## src/rtl/mc_ctrl_pkg.sv

```systemverilog
// Shared definitions for the multi-cycle MIPS main control: opcodes, ALUop
// codes consumed by ALU control, mux select codes and the FSM state type.
package mc_ctrl_pkg;

  localparam logic [5:0] OP_RTYPE = 6'b000000;
  localparam logic [5:0] OP_LW    = 6'b100011;
  localparam logic [5:0] OP_SW    = 6'b101011;
  localparam logic [5:0] OP_BEQ   = 6'b000100;
  localparam logic [5:0] OP_J     = 6'b000010;
  localparam logic [5:0] OP_ADDI  = 6'b001000;
  localparam logic [5:0] OP_ORI   = 6'b001101;

  localparam logic [2:0] ALUOP_ADD   = 3'b000;
  localparam logic [2:0] ALUOP_SUB   = 3'b001;
  localparam logic [2:0] ALUOP_OR    = 3'b010;
  localparam logic [2:0] ALUOP_RTYPE = 3'b100;

  localparam logic [1:0] PCSRC_ALU    = 2'b00;
  localparam logic [1:0] PCSRC_ALUOUT = 2'b01;
  localparam logic [1:0] PCSRC_JUMP   = 2'b10;

  localparam logic [1:0] SRCB_RT      = 2'b00;
  localparam logic [1:0] SRCB_FOUR    = 2'b01;
  localparam logic [1:0] SRCB_IMM     = 2'b10;
  localparam logic [1:0] SRCB_IMM_SH2 = 2'b11;

  typedef enum logic [3:0] {
    ST_IDLE     = 4'd0,
    ST_FETCH    = 4'd1,
    ST_DECODE   = 4'd2,
    ST_EXEC     = 4'd3,
    ST_R_WB     = 4'd4,
    ST_MEM_ADDR = 4'd5,
    ST_MEM_RD   = 4'd6,
    ST_MEM_WB   = 4'd7,
    ST_MEM_WR   = 4'd8,
    ST_BRANCH   = 4'd9,
    ST_JUMP     = 4'd10,
    ST_ADDI_EX  = 4'd11,
    ST_ORI_EX   = 4'd12,
    ST_IMM_WB   = 4'd13
  } state_e;

  // All datapath controls driven by the FSM, decoded together per state.
  typedef struct packed {
    logic       mem_read;
    logic       mem_write;
    logic       iord;
    logic       ir_write;
    logic       pc_write;
    logic       pc_write_cond;
    logic [1:0] pc_source;
    logic [2:0] alu_op;
    logic       alu_src_a;
    logic [1:0] alu_src_b;
    logic       reg_write;
    logic       reg_dst;
    logic       mem_to_reg;
  } ctrl_t;

  // States that wait on the memory ready handshake.
  function automatic logic is_mem_wait(input state_e s);
    return (s == ST_FETCH) || (s == ST_MEM_RD) || (s == ST_MEM_WR);
  endfunction

  function automatic logic is_legal_op(input logic [5:0] op);
    return (op == OP_RTYPE) || (op == OP_LW) || (op == OP_SW) || (op == OP_BEQ) ||
           (op == OP_J) || (op == OP_ADDI) || (op == OP_ORI);
  endfunction

endpackage

```

## src/rtl/mem_wait_timer.sv

```systemverilog
// Memory watchdog: counts consecutive stalled cycles and flags the cycle on
// which the MEM_TIMEOUT-th stall occurs. MEM_TIMEOUT=0 disables it.
module mem_wait_timer #(
  parameter int MEM_TIMEOUT = 16
) (
  input  logic clk,
  input  logic rst_n,
  input  logic count_en,
  input  logic clr,
  output logic expired
);

  localparam int          TW      = (MEM_TIMEOUT > 1) ? $clog2(MEM_TIMEOUT) : 1;
  localparam logic        ENABLED = (MEM_TIMEOUT > 0);
  localparam logic [TW-1:0] LAST  = TW'((MEM_TIMEOUT > 0) ? MEM_TIMEOUT - 1 : 0);

  logic [TW-1:0] cnt;

  // Expiry is combinational so the abort happens in the stall cycle itself.
  assign expired = ENABLED && count_en && (cnt == LAST);

  // Stall counter; cleared whenever the FSM changes state.
  always_ff @(posedge clk or negedge rst_n) begin
    // NOTE: sequential state is always assigned with <= so every flop samples pre-edge values.
    if (!rst_n) begin
      cnt <= '0;
    end else if (clr || !ENABLED) begin
      cnt <= '0;
    end else if (count_en) begin
      cnt <= cnt + 1'b1;
    end
  end

endmodule

```

## src/rtl/mc_main_control.sv

```systemverilog
// Multi-cycle MIPS main control FSM: sequences fetch/decode/execute/memory/
// writeback, stalls on mem_ready with a watchdog, counts retired instructions.
module mc_main_control
  import mc_ctrl_pkg::*;
#(
  parameter int MEM_TIMEOUT = 16,
  parameter int RETIRE_W    = 32
) (
  input  logic                clk,
  input  logic                rst_n,
  input  logic [5:0]          opcode,
  input  logic                zero,
  input  logic                mem_ready,
  output logic                mem_read,
  output logic                mem_write,
  output logic                iord,
  output logic                ir_write,
  output logic                pc_write,
  output logic                pc_write_cond,
  output logic [1:0]          pc_source,
  output logic [2:0]          alu_op,
  output logic                alu_src_a,
  output logic [1:0]          alu_src_b,
  output logic                reg_write,
  output logic                reg_dst,
  output logic                mem_to_reg,
  output logic                illegal_op,
  output logic                mem_err,
  output logic [RETIRE_W-1:0] retired,
  output logic [3:0]          state_dbg
);

  state_e state, state_next;
  logic   stall, expired, retire;
  ctrl_t  c;

  // zero is consumed by the datapath's PC-write gating, not by sequencing.
  logic unused_zero;
  assign unused_zero = zero;

  assign stall = is_mem_wait(state) && !mem_ready;

  mem_wait_timer #(.MEM_TIMEOUT(MEM_TIMEOUT)) u_timer (
    .clk      (clk),
    .rst_n    (rst_n),
    .count_en (stall),
    .clr      (state_next != state),
    .expired  (expired)
  );

  // Next-state and retire decision; a watchdog expiry aborts to IDLE.
  always_comb begin
    // NOTE: every always_comb output gets a default first so no path infers a latch.
    state_next = state;
    retire     = 1'b0;
    case (state)
      ST_IDLE:     state_next = ST_FETCH;
      ST_FETCH:    if (mem_ready) state_next = ST_DECODE;
      ST_DECODE: begin
        case (opcode)
          OP_RTYPE:      state_next = ST_EXEC;
          OP_LW, OP_SW:  state_next = ST_MEM_ADDR;
          OP_BEQ:        state_next = ST_BRANCH;
          OP_J:          state_next = ST_JUMP;
          OP_ADDI:       state_next = ST_ADDI_EX;
          OP_ORI:        state_next = ST_ORI_EX;
          default:       state_next = ST_FETCH;
        endcase
      end
      ST_EXEC:     state_next = ST_R_WB;
      ST_MEM_ADDR: state_next = (opcode == OP_LW) ? ST_MEM_RD : ST_MEM_WR;
      ST_MEM_RD:   if (mem_ready) state_next = ST_MEM_WB;
      ST_MEM_WR: begin
        if (mem_ready) begin
          state_next = ST_FETCH;
          retire     = 1'b1;
        end
      end
      ST_ADDI_EX, ST_ORI_EX: state_next = ST_IMM_WB;
      ST_R_WB, ST_MEM_WB, ST_BRANCH, ST_JUMP, ST_IMM_WB: begin
        state_next = ST_FETCH;
        retire     = 1'b1;
      end
      default:     state_next = ST_IDLE;
    endcase
    if (expired) begin
      state_next = ST_IDLE;
      retire     = 1'b0;
    end
  end

  // State register and retired-instruction counter (wraps naturally).
  always_ff @(posedge clk or negedge rst_n) begin
    if (!rst_n) begin
      state   <= ST_IDLE;
      retired <= '0;
    end else begin
      state <= state_next;
      if (retire) retired <= retired + 1'b1;
    end
  end

  // Moore output decode; FETCH's IR/PC loads follow mem_ready directly.
  always_comb begin
    c = '0;
    case (state)
      ST_FETCH: begin
        c.mem_read  = 1'b1;
        c.alu_src_b = SRCB_FOUR;
        c.alu_op    = ALUOP_ADD;
        c.pc_source = PCSRC_ALU;
        c.ir_write  = mem_ready;
        c.pc_write  = mem_ready;
      end
      ST_DECODE:   c.alu_src_b = SRCB_IMM_SH2;
      ST_EXEC: begin
        c.alu_src_a = 1'b1;
        c.alu_src_b = SRCB_RT;
        c.alu_op    = ALUOP_RTYPE;
      end
      ST_R_WB: begin
        c.reg_write = 1'b1;
        c.reg_dst   = 1'b1;
      end
      ST_MEM_ADDR, ST_ADDI_EX: begin
        c.alu_src_a = 1'b1;
        c.alu_src_b = SRCB_IMM;
        c.alu_op    = ALUOP_ADD;
      end
      ST_ORI_EX: begin
        c.alu_src_a = 1'b1;
        c.alu_src_b = SRCB_IMM;
        c.alu_op    = ALUOP_OR;
      end
      ST_MEM_RD: begin
        c.mem_read = 1'b1;
        c.iord     = 1'b1;
      end
      ST_MEM_WB: begin
        c.reg_write  = 1'b1;
        c.mem_to_reg = 1'b1;
      end
      ST_MEM_WR: begin
        c.mem_write = !expired;
        c.iord      = 1'b1;
      end
      ST_BRANCH: begin
        c.alu_src_a     = 1'b1;
        c.alu_src_b     = SRCB_RT;
        c.alu_op        = ALUOP_SUB;
        c.pc_write_cond = 1'b1;
        c.pc_source     = PCSRC_ALUOUT;
      end
      ST_JUMP: begin
        c.pc_write  = 1'b1;
        c.pc_source = PCSRC_JUMP;
      end
      ST_IMM_WB:   c.reg_write = 1'b1;
      default:     c = '0;
    endcase
  end

  assign mem_read      = c.mem_read;
  assign mem_write     = c.mem_write;
  assign iord          = c.iord;
  assign ir_write      = c.ir_write;
  assign pc_write      = c.pc_write;
  assign pc_write_cond = c.pc_write_cond;
  assign pc_source     = c.pc_source;
  assign alu_op        = c.alu_op;
  assign alu_src_a     = c.alu_src_a;
  assign alu_src_b     = c.alu_src_b;
  assign reg_write     = c.reg_write;
  assign reg_dst       = c.reg_dst;
  assign mem_to_reg    = c.mem_to_reg;
  assign illegal_op    = (state == ST_DECODE) && !is_legal_op(opcode);
  assign mem_err       = expired;
  assign state_dbg     = state;

endmodule

```

## config.mk

```make
export PLATFORM = sky130hd
export DESIGN_NAME = mc_main_control
export DESIGN_NICKNAME = d
export VERILOG_FILES = /design/src/rtl/mc_ctrl_pkg.sv /design/src/rtl/mem_wait_timer.sv /design/src/rtl/mc_main_control.sv
export SDC_FILE = /design/constraint.sdc
export NUM_CORES = 1
export LEC_CHECK = 0
export CORE_MARGIN = 2
export CORE_UTILIZATION = 49
export DETAILED_ROUTE_END_ITERATION = 10
export PLACE_DENSITY = 0.8
export RECOVER_POWER = 25
export SYNTH_ARGS = -nofsm -noshare
export SYNTH_HDL_FRONTEND = slang
export SYNTH_HIERARCHICAL = 1
export SYNTH_SLANG_ARGS = --single-unit
```

## constraint.sdc

```tcl
create_clock -name clk -period 3.7 [get_ports clk]
set_clock_uncertainty 0.05 [all_clocks]
set_input_delay 0.74 -clock clk [delete_from_list [all_inputs] [get_ports clk]]
set_output_delay 0.74 -clock clk [all_outputs]
set_load 0.005 [all_outputs]
```

=== Word level (Yosys, flattened, before mapping) ===
Index checks and enable logic that the tools add are counted.

* Input port bits: 10
* Logic and storage cells: 77
* Output and inout bits: 55
* Bits in writable memories: 0
* Bits in registers: 40
* Memories: 0
* Memory bits (read-only): 0
* Bits in latches: 0

* Reduce and logical (&&, ||, !) cells: 26
* Multiply operators: 0
* Add/sub/neg operators: 2
* Divide/modulo/power cells: 0
* Equal/unequal tests: 21
* Shift-type cells: 0
* Bitwise operators: 0
* Mux-type cells: 25
* $lt $le $gt $ge: 0

{| class="wikitable"
|+ Operators with widths
! operator !! count
|-
| 32-bit by 1-bit adder with 32-bit output (second input constant) || 1
|-
| 4-bit one-hot mux with 8 select lines || 1
|-
| 4-bit equality test (second input constant) || 7
|-
| 4-bit two-way mux || 7
|-
| 4-bit one-hot mux with 6 select lines || 1
|-
| 4-bit by 3-bit equality test with 1-bit output (second input constant) || 4
|-
| 6-bit by 4-bit equality test with 1-bit output (second input constant) || 2
|-
| 6-bit equality test (second input constant) || 2
|-
| 1-bit two-way mux || 11
|-
| 5-bit OR reduction || 2
|-
| 3-bit one-hot mux with 3 select lines || 1
|-
| 4-bit by 2-bit equality test with 1-bit output (second input constant) || 2
|-
| 1-bit logical OR || 8
|-
| 2-bit OR reduction || 4
|-
| 6-bit by 2-bit equality test with 1-bit output (second input constant) || 1
|-
| 6-bit by 3-bit equality test with 1-bit output (second input constant) || 1
|-
| 6-bit zero test || 1
|-
| 2-bit one-hot mux with 3 select lines || 1
|-
| 3-bit OR reduction || 2
|-
| 6-bit OR reduction || 1
|-
| 4-bit by 1-bit adder with 4-bit output (second input constant) || 1
|-
| 4-bit by 1-bit equality test with 1-bit output (second input constant) || 1
|-
| 4-bit zero test || 1
|-
| 4-bit != test || 1
|-
| 5 further kinds || 10
|}

=== Depth between registers and ports, before layout ===
* Depth in word-level cells: 9
* Mapped depth: 15
* Gate-level depth less buffers: 12

=== Hierarchy ===
The synthesis kept the hierarchy.

{| class="wikitable"
|+ Modules (own cells, without submodules)
! module !! area an instance (um^2) !! instances !! cells an instance !! seq. area each (um^2)
|-
| mc_main_control || 2337.2 || 1 || 257 || 900.9
|-
| mem_wait_timer || 227.7 || 1 || 18 || 100.1
|}

=== Least setup slack after synthesis ===
OpenSTA, ideal clock, no wires.

* Path kind: flip-flop to flip-flop
* From: reg state[2] (netlist: state_dbg[2])
* To: reg u_timer.cnt[3]
* Path slack: 0.548 ns
* Buffers on the path: 3
* Data arrival time: 3.038 ns
* Period minus slack after synthesis: 3.152 ns
* Required time: 3.586 ns
* Library setup time: 0.064 ns
* Cell stages (with the launch flop): 16
* Cells stage by stage: dfrtp_1 -> clkbuf_1 -> nand2b_1 -> nor2_1 -> inv_1 -> a21oi_1 -> o21a_1 -> buf_6 -> and4_1 -> clkbuf_1 -> a21oi_1 -> o221ai_1 -> o2111ai_1 -> a211o_1 -> nor2b_1 -> mux2_4

* Word-level cells in the longest chain between the ends: 8
* Elaborated cells on any way between the ends: 28
* Those cells by class: eq/ne: 14; mux: 6; reduce/logical: 8

{| class="wikitable"
|+ Ends and longest elaborated chain
! what !! RTL line !! text
|-
| start, declared || mc_main_control.sv:33 || <nowiki>state_e state, state_next;</nowiki>
|-
| start signal, assigned || mc_main_control.sv:98 || <nowiki>state <= state_next;</nowiki>
|-
| 4-bit by 1-bit equality test with 1-bit output / 4-bit by 3-bit equality test with 1-bit output (equally long branches) || mc_ctrl_pkg.sv:63 || <nowiki>return (s == ST_FETCH) || (s == ST_MEM_RD) || (s == ST_MEM_WR);</nowiki>
|-
| 1-bit logical OR || mc_ctrl_pkg.sv:63 ||
|-
| 1-bit logical OR (*) || mc_ctrl_pkg.sv:63 ||
|-
| 1-bit logical AND (*) || mc_main_control.sv:41 || <nowiki>assign stall = is_mem_wait(state) && !mem_ready;</nowiki>
|-
| named net stall || mc_main_control.sv:34 || <nowiki>logic stall, expired, retire;</nowiki>
|-
| 1-bit logical AND (*) || mem_wait_timer.sv:20 || <nowiki>assign expired = ENABLED && count_en && (cnt == LAST);</nowiki>
|-
| named net mem_err || mc_main_control.sv:28 || <nowiki>output logic mem_err,</nowiki>
|-
| 4-bit two-way mux (*) || mc_main_control.sv:86 || <nowiki>if (expired) begin</nowiki>
|-
| 4-bit != test (*) || mc_main_control.sv:47 || <nowiki>.clr (state_next != state),</nowiki>
|-
| 4-bit two-way mux / 2-bit nonzero test (equally long branches) || n/a ||
|-
| end signal, assigned || mem_wait_timer.sv:30 || <nowiki>cnt <= cnt + 1'b1;</nowiki>
|-
| end, declared || mem_wait_timer.sv:17 || <nowiki>logic [TW-1:0] cnt;</nowiki>
|}

The timed path passes the listed nets; every way through them passes the cells marked *.
A chain may end at the register's enable or synchronous reset.

=== Final worst setup path ===
* From: reg state[2] (netlist: state_dbg[2])
* To: out mem_err

* Word-level cells in the longest chain between the ends: 5
* Elaborated cells on any way between the ends: 7
* Those cells by class: eq/ne: 3; reduce/logical: 4

{| class="wikitable"
|+ Ends and longest elaborated chain
! what !! RTL line
|-
| 4-bit by 1-bit equality test with 1-bit output / 4-bit by 3-bit equality test with 1-bit output (equally long branches) || mc_ctrl_pkg.sv:63
|-
| 1-bit logical OR || mc_ctrl_pkg.sv:63
|-
| 1-bit logical OR (*) || mc_ctrl_pkg.sv:63
|-
| 1-bit logical AND (*) || mc_main_control.sv:41
|-
| named net stall || mc_main_control.sv:34
|-
| 1-bit logical AND (*) || mem_wait_timer.sv:20
|-
| end, declared || mc_main_control.sv:28
|}

Marked as above.

==> summary.txt <==
Cells and area
  • Layout fillers: 451
  • P&R area growth vs syn: 30.0%
  • Register area: 0.00100 mm^2
  • Final net count: 350
  • Layout cell share with drive strength beyond 1: 9.47%
  • Area occupied by multi-input gates: 0.00147 mm^2
  • N_diodes: 0

Min path
  • Hold depth: 1
  • Hold_sp: retired[31]$_DFFE_PN0P_
  • Worst hold path class: reg -> reg
  • Hold worst-path end: retired[31]$_DFFE_PN0P_

Setup path
  • Slowest cell delay on critical path: 0.57 ns
  • Delay-heaviest family, CP: simple AND/OR/NAND/NOR gates
  • R2R Path Start: state_dbg[2]$_DFF_PN0_
  • Crit path max fanout: 7
  • R2R Setup Slk: 0.51 ns
  • Worst Setup Path Type: reg -> out
  • Reg-to-Reg End: u_timer/cnt[3]$_DFFE_PN0P_
  • CP Launch Type: register
  • CP Data Arrival Time: 2.66 ns
  • Number of buffers and inverters on the critical path: 2
  • Worst Setup End Kind: output pin
  • Required time of the critical path: 2.91 ns
  • Crit path cell chain: nand2b_1 > nor2_1 > inv_1 > a21oi_1 > o21a_1 > and4_1 > clkdlybuf4s50_1
  • Cells on worst reg2reg path: 13
  • Worst path slowest cell: clkdlybuf4s50_1

Drt
  • ANT nets after route: 0
  • Initial DRC count: 74
  • Overall via count from detail_route: around 2300
  • # DRC: 0
  • Avg Vias per Cell: 5.61
  • TritonRoute pass-1 iters: 4
  • Final WL: 5.74 mm
  • Routed wire per std cell: 14.1 um

Power and ir drop
  • Pint: 1.09 mW
  • VDD IR max: just under 0.4 mV
  • Clock power share: 14.5%
  • Switching Share: 39.6%
  • Switching power: 0.715 mW
  • Total chip power: 1.81 mW
  • Pleak: 1.38 nW
  • Power per cell area: 542 mW/mm^2
  • Flop pwr share: between 30% and 40%
  • Share of total power in combinational logic: 54.0%

Timing
  • Crit path time final: 3.45 ns
  • Fin crit share: slightly above 90%
  • Slew Limit Fails: 41
  • Worst Max-Slew Pin Slew: 2.05 ns
  • Hold Fails Final Rpt: 0
  • Setup violators final: 0
  • Highest Clock Rate: 290 MHz
  • Post-route setup TNS: 0 ns
  • Max-slew headroom: -36.5%
  • Unrepaired setup endpoints after global routing: false

Logic synthesis
  • Synth Instances: 275
  • Unique masters post-synth: 57
  • Syn nets: 287
  • Yosys reg bits: 40
  • Synthesis Warnings: 6
  • Ys async rst share: 100%
  • Synth Area per Inst: 9.33 um^2
  • Ys flop type: dfrtp_1
  • Synthesized cell area: 0.00256 mm^2
  • Post-synth EDFFs: 0
  • Sequential-to-total area share from yosys stat: 39.0%

Floorplanning
  • Boundary Pins: between 60 and 70
  • Starting Density: 50.5%
  • Die area: ~0.006 mm^2
  • Die width: around 76 um
  • Chip Height: 76.4 um
  • CORE AREA: 0.00507 mm^2
  • Row count: 26

CTS
  • Clock Tree Buf Depth: 2
  • H-Tree Level Count: 2
  • Clk pin slew, worst setup/hold paths: 0.07 ns
  • CTS Hold Bufs: 0
  • TritonCTS Buffers: 5
  • Worst skew pair latency: 0.28 ns
  • CTS sink count: 40
  • Post-CTS repair timing setup buffer count: 0
  • TritonCTS clock tree: yes
  • Resized cells post-CTS: 0
  • Root Buffer: clkbuf_8

Global routing
  • Antenna violations before repair: 0
  • First-pass GRT wire length: 9.97 mm
  • Pin count of the biggest net entering global routing: 41
  • Grt total ovfl: 0
  • Gr usage total: 20.8%
  • Vias in the first global route: 2147

Placement
  • Port Buffers: 63
  • DP Wirelength: 4.29 mm
  • Routability cong.: 0.832

Flow run
  • Max cap viols: 1

Status
  • Outcome: finished, violations left
  • Failing checks: max-capacitance violations, max-slew violations
[registers in the layout, summed over array words and instances, names as in the netlist]
register     count
u_timer/cnt      4
state_dbg        4
retired         32
[cell type report]
type / instances / share of cell area, %
inverter: 9 / 1.01
clock buffer: 6 / 2.18
timing repair buffer: 69 / 20.1
multi-input combinational: 213 / 44.0
sequential: 40 / 30.0
clock inverter: 1 / 0.150
tap: 70 / 2.63
[cells in the mapped netlist (all sizes together), types with 4 or more instances]
library cell	count	share of area, %
nand2	23	3.4
nand3	9	1.8
inv	9	1.3
xnor2	23	7.9
nor3	21	4.9
nor2	24	3.5
o21ai	8	1.6
a31oi	4	0.98
xor2	11	3.8
clkbuf	8	1.2
nand3b	4	1.7
dfrtp	40	39
buf	5	1.3
nand4	16	5.0
a21oi	9	1.8
nor4	5	2.0
nand2b	8	2.0
nor2b	4	0.98
[through the flow]
step | instance area, um^2 | hold slack, ns | setup WS, ns | instances | util, %
global route | 3340 | 0.449 | 0.0471 | 408 | 65.7
floorplan | 2560 | 0.394 | 0.548 | 275 | -
CTS | 3340 | 0.420 | 0.239 | 408 | 65.8
global placement | 3260 | 0.406 | 0.276 | 401 | 64.2
detailed placement | 3260 | 0.411 | 0.273 | 401 | 64.2
finish | 3340 | 0.419 | 0.248 | 408 | 65.7
[layout by cell type, fill, tap and decap left out, types with 4 or more instances in the layout]
cell type,n
clkdlybuf4s50_1,62
dfrtp_1,40
nor2_1,24
nand2_1,23
xnor2_1,23
nor3_1,18
nand4_1,13
xor2_1,11
inv_1,9
a21oi_1,9
nand3_1,9
nand2b_1,8
o21ai_0,8
buf_4,6
clkbuf_8,5
nor2b_1,4
a31oi_1,4
[cells by family after synthesis]
kind of cell               Yosys count  synth area share, %
adders and majority gates            2                0.975
AOI/OAI and AO/OA                   45                 13.7
xor gates and xnor gates            34                 11.6
and+or+nand+nor                    129                 29.5
buffers and inverters               22                 3.80
muxes                                3                 1.41
DFF                                 40                 39.0
[metal layers]
metal | part of all wire [%] | global-route usage [%]
met1 | 43 | 26.0
met2 | 51 | 36.5
met3 | 5.5 | 3.79
met4 | 1.0 | 6.55
met5 | 0 | 0
[worst max-delay path by stage]
stage | startpoint | end | slack (ns) | cells after the start
detailed placement | mem_ready | mem_write | 0.27 | 6
CTS | state_dbg[2]$_DFF_PN0_ | mem_err | 0.24 | 7
floorplan | state_dbg[2]$_DFF_PN0_ | u_timer/cnt[3]$_DFFE_PN0P_ | 0.55 | 15
finish | state_dbg[2]$_DFF_PN0_ | mem_err | 0.25 | 7
global placement | mem_ready | mem_write | 0.28 | 6
global route | state_dbg[2]$_DFF_PN0_ | mem_write | 0.05 | 8
[power by group through the flow]
stage               Clock [mW]  Sequential, mW  Combinational [mW]
global route             0.293           0.582                1.08
CTS                      0.272           0.570               0.982
detailed placement           0           0.577               0.976
finish                   0.262           0.570               0.976
global placement             0           0.575               0.959
floorplan                    0           0.579               0.600
Power figures use the tool's default switching activity.
